## config.mk

```make
export PLATFORM = sky130hd
export DESIGN_NAME = pwm_multichannel_dbuf
export DESIGN_NICKNAME = d
export VERILOG_FILES = /design/src/rtl/pwm_multichannel_dbuf.sv
export SDC_FILE = /design/constraint.sdc
export NUM_CORES = 1
export LEC_CHECK = 0
export ABC_AREA = 1
export CORE_UTILIZATION = 55
export CTS_BUF_LIST = sky130_fd_sc_hd__clkbuf_16
export DETAILED_ROUTE_END_ITERATION = 12
export GPL_TIMING_DRIVEN = 0
export PLACE_DENSITY = 0.74
export SLEW_MARGIN = 20
export SYNTH_ARGS = -nofsm -noshare
export SYNTH_HDL_FRONTEND = slang
export SYNTH_SLANG_ARGS = --single-unit
export TNS_END_PERCENT = 10
```

## constraint.sdc

```tcl
create_clock -name clk -period 10 [get_ports clk]
set_clock_uncertainty 0.2 [all_clocks]
set_input_delay 1.5 -clock clk [delete_from_list [all_inputs] [get_ports clk]]
set_output_delay 1.5 -clock clk [all_outputs]
set_load 0.005 [all_outputs]
```

## src/rtl/pwm_multichannel_dbuf.sv

```systemverilog
// Multi-channel PWM generator. Each channel has its own duty register, and all
// channels share one prescaler and one edge/centre counter. Duty and mode changes
// are double-buffered and only take effect at a period boundary.
module pwm_multichannel_dbuf #(
  parameter int NUM_CH     = 16,
  parameter int DUTY_W     = 8,
  parameter int PRESCALE_W = 8,
  localparam int CH_W      = (NUM_CH > 1) ? $clog2(NUM_CH) : 1
) (
  input  logic                  clk,
  input  logic                  rst_n,
  input  logic [NUM_CH-1:0]     en_out,
  input  logic [NUM_CH-1:0]     en_pwm,
  input  logic                  duty_wr_en,
  input  logic [CH_W-1:0]       duty_wr_ch,
  input  logic [DUTY_W-1:0]     duty_wr_data,
  input  logic [CH_W-1:0]       duty_rd_ch,
  output logic [DUTY_W-1:0]     duty_rd_data,
  input  logic [PRESCALE_W-1:0] prescale,
  input  logic                  mode_shadow,
  output logic [NUM_CH-1:0]     out,
  output logic                  period_start,
  output logic                  active_mode
);

  typedef enum logic {
    DIR_UP   = 1'b0,
    DIR_DOWN = 1'b1
  } dir_t;

  // Highest value the counter reaches, i.e. MAX-1.
  localparam logic [DUTY_W-1:0] CNT_TOP  = DUTY_W'((1 << DUTY_W) - 2);
  localparam logic [DUTY_W-1:0] CNT_ONE  = DUTY_W'(1);
  localparam logic [CH_W:0]     CH_LIMIT = (CH_W + 1)'(NUM_CH);

  logic [PRESCALE_W-1:0] pre_cnt;
  logic                  tick;
  logic [DUTY_W-1:0]     counter;
  logic [DUTY_W-1:0]     counter_nxt;
  dir_t                  dir;
  dir_t                  dir_nxt;
  logic                  boundary;
  logic [DUTY_W-1:0]     shadow_duty [NUM_CH];
  logic [DUTY_W-1:0]     active_duty [NUM_CH];
  logic [NUM_CH-1:0]     pwm;
  logic                  wr_valid;
  logic                  rd_valid;

  assign wr_valid = ({1'b0, duty_wr_ch} < CH_LIMIT);
  assign rd_valid = ({1'b0, duty_rd_ch} < CH_LIMIT);
  assign duty_rd_data = rd_valid ? shadow_duty[duty_rd_ch] : '0;

  // Using >= lets a count left above a newly lowered prescale wrap on the next clock.
  assign tick = (pre_cnt >= prescale);

  always_ff @(posedge clk) begin
    if (!rst_n) begin
      pre_cnt <= '0;
    end else if (tick) begin
      pre_cnt <= '0;
    end else begin
      pre_cnt <= pre_cnt + 1'b1;
    end
  end

  always_comb begin
    counter_nxt = counter;
    dir_nxt     = dir;
    boundary    = 1'b0;
    if (tick) begin
      if (!active_mode) begin
        if (counter >= CNT_TOP) begin
          boundary = 1'b1;
        end else begin
          counter_nxt = counter + 1'b1;
        end
      end else if (dir == DIR_UP) begin
        if (counter >= CNT_TOP) begin
          dir_nxt     = DIR_DOWN;
          counter_nxt = counter - 1'b1;
        end else begin
          counter_nxt = counter + 1'b1;
        end
      end else begin
        if (counter <= CNT_ONE) begin
          boundary = 1'b1;
        end else begin
          counter_nxt = counter - 1'b1;
        end
      end
      if (boundary) begin
        counter_nxt = '0;
        dir_nxt     = DIR_UP;
      end
    end
  end

  // Active duties sample the shadow before any same-clock write lands in it.
  always_ff @(posedge clk) begin
    if (!rst_n) begin
      counter      <= '0;
      dir          <= DIR_UP;
      active_mode  <= 1'b0;
      period_start <= 1'b0;
      for (int i = 0; i < NUM_CH; i++) begin
        active_duty[i] <= '0;
      end
    end else begin
      counter      <= counter_nxt;
      dir          <= dir_nxt;
      period_start <= boundary;
      if (boundary) begin
        active_mode <= mode_shadow;
        for (int i = 0; i < NUM_CH; i++) begin
          active_duty[i] <= shadow_duty[i];
        end
      end
    end
  end

  always_ff @(posedge clk) begin
    if (!rst_n) begin
      for (int i = 0; i < NUM_CH; i++) begin
        shadow_duty[i] <= '0;
      end
    end else if (duty_wr_en && wr_valid) begin
      shadow_duty[duty_wr_ch] <= duty_wr_data;
    end
  end

  always_comb begin
    pwm = '0;
    for (int i = 0; i < NUM_CH; i++) begin
      pwm[i] = (counter < active_duty[i]);
    end
  end

  always_ff @(posedge clk) begin
    if (!rst_n) begin
      out <= '0;
    end else begin
      out <= en_out & (~en_pwm | pwm);
    end
  end

endmodule

```

==> qor.yml <==
floorplan:
  ioPinCount: 86
  rows: 61
  dieArea_mm2: 0.0291
  die_height_um: 170
  core_area_mm2: 0.0279
  die_width_um: 170
  initial_utilization: 0.560
final_layout:
  nets: 1919
  regArea_mm2: 0.00840
  final_cell_mix: "301 x inv_1, 256 x edfxtp_1, 223 x nand2_1, 180 x nor2_1, 129 x a21oi_1"
  num_antenna_cells: 0
  layout_commonest_cell: "inv_1"
  area_growth_pct: 14.6
  drive_gt1_frac: 0.0950
  fillers: 2191
  multiInputGateArea_mm2: 0.00583
power_and_ir_drop:
  finalPower_mw: 2.72
  p_leak_nw: 8.03
  cellPowerDensity_mw_per_mm2: 152
  ir_drop_mv: 0.148
global_routing:
  grt_pass1_wl_um: 60300
  grt_pass1_vias: 10900
  track_usage: 0.281
  grt_overflow: 0
  grt_max_degree: 81
  antenna_found_initial: 0
place:
  gp_congestion: 0.918
  dp_hpwl_um: 28600
  io_buffers: 82
sta:
  min_period_ns: 5.99
  fin_crit_sh: 0.599
  fmax_ghz: 0.167
  worstMarginPinSlew_ns: 0.961
  maxSlewViolCount: 0
  max_slew_margin: 0.359
  final_hold_viol_count: 0
  setup_viol: 0
  hold_ws_ns: 0.281
  tns_ns: 0
  rsz0062_at_grt: "no"
drt:
  drtPass1Iterations: 7
  first_iter_violations: 1317
  routedWlPerCell_um: 18.7
  antenna_left: 0
  routed_wl_um: 40000
  drc: 0
  via_per_inst: 5.44
  routed-via-count: 11600
critical_path:
  crit_path_start: "duty_rd_ch[0]"
  worst-path-max-fanout: 10
  endpoint_kind: "primary output"
  path_class: "primary input to primary output"
  start_kind: "primary input"
  arrival_ns: 4.29
  cp.required_ns: 8.30
  r2r-start: "counter[0]$_SDFFE_PN0P_"
cts:
  cts_tree: "done"
  cts_sinks: 291
  root_buffer: "clkbuf_16"
  clk_pin_slew_ns: 0.06
  insertion_delay_ns: 0.56
  ctsHoldBuffers: 0
  cts_max_path_buffers: 3
  post-cts-setup-buffers: 0
  htree_levels: 1
  cts_buffers: 31
  cts_resized: 0
synth:
  yosys_warnings: 0
  syn_nets: 1803
  synth.distinct_cells: 35
  synth_area_leaders: "edfxtp_1 49%, ha_1 10%, inv_1 7.0%"
  syn_avg_cell_area_um2: 9.65
  async_flop_share: 0
  yosysTopAreaCellShare: 0.492
  synth_edf_count: 256
  seq_area_frac_synth: 0.537
  synth_area_mm2: 0.0156
  netlist_instances: 1618
  synth_largest_area_cell: "edfxtp_1"
  ys_ff_latch: 291
  synthFlopType: "edfxtp_1"
hold_path:
  min_path_type: "flop to flop"
  worstHoldStart: "pre_cnt[0]$_SDFF_PP0_"
run_status:
  status: "complete, no violations"
run:
  cap_violations: 0
[critical path: stages]
cell             delay [ns]
clkdlybuf4s50_1        0.58
buf_2                  0.25
clkbuf_1               0.52
o21ai_0                0.25
o221ai_1               0.31
o211ai_1               0.18
nand2_1                0.16
clkdlybuf4s50_1        0.53
[per-stage QoR]
step,area (µm²),cells,setup slack (ns),util
5_1_grt,17900,2136,4.06,0.642
3_5_place_dp,16900,2079,4.15,0.608
2_1_floorplan,15600,1618,4.33,-
4_1_cts,17900,2136,4.12,0.642
3_3_place_gp,16900,2078,2.65,0.607
6_report,17900,2136,4.01,0.642
[synth_stat cells, drive strengths merged, types with 4 or more instances]
cell / instances
nand4: 22
o21ai: 95
nor2: 262
o211ai: 11
dfxtp: 35
buf: 17
inv: 296
nor3: 4
clkbuf: 37
nand2: 236
o221ai: 6
o21a: 32
a21oi: 129
edfxtp: 256
ha: 125
xor2: 4
nand3: 44
[cell families (layout without fill, tap and decap cells)]
kind of cell | count (synthesis) | in the layout | synth area share
AOI/OAI and AO/OA | 276 | 276 | 0.0971
xor gates and xnor gates | 5 | 5 | 0.00280
adders and majority gates | 125 | 125 | 0.100
buffers and inverters | 350 | 490 | 0.0896
DFF | 291 | 291 | 0.537
and+or+nand+nor | 571 | 571 | 0.173
[report_power, final]
| part | switching [mW] | total, mW | internal (mW) |
|---|---|---|---|
| registers | 0.0288 | 1.41 | 1.38 |
| clock network | 0.466 | 1.08 | 0.610 |
| logic | 0.155 | 0.236 | 0.0810 |
| total | 0.650 | 2.72 | 2.07 |
[metal layers]
layer  track usage  routed length, µm
met5             0                  0
met4        0.0881               1250
met3        0.0502               4170
met2         0.457              18100
met1         0.383              16400
[worst paths after layout]
check	end	slack, ns	cells after the start
setup / recovery	duty_rd_data[1]	4.01	8
hold reg to reg	pre_cnt[0]$_SDFF_PP0_	0.28	1
setup reg to reg	active_duty[1][13]$_SDFFCE_PN0P_	6.37	11
hold / removal	pre_cnt[0]$_SDFF_PP0_	0.28	1
[area by class of cell]
type,count,share of cell area
inverters,296,0.0624
plain buffers,54,0.0161
repair buffers,83,0.0474
clock buffers,31,0.0434
multi-input cells,977,0.326
flip-flops and latches,291,0.469
well taps,378,0.0264
clock inverters,26,0.00930
[sequential cells by signal, indices dropped and copies added (netlist names)]
name          count
shadow_duty     128
out              16
active_mode       1
active_duty     128
period_start      1
pre_cnt           8
dir               1
counter           8
Note: power is estimated with default switching activity, not from simulation.
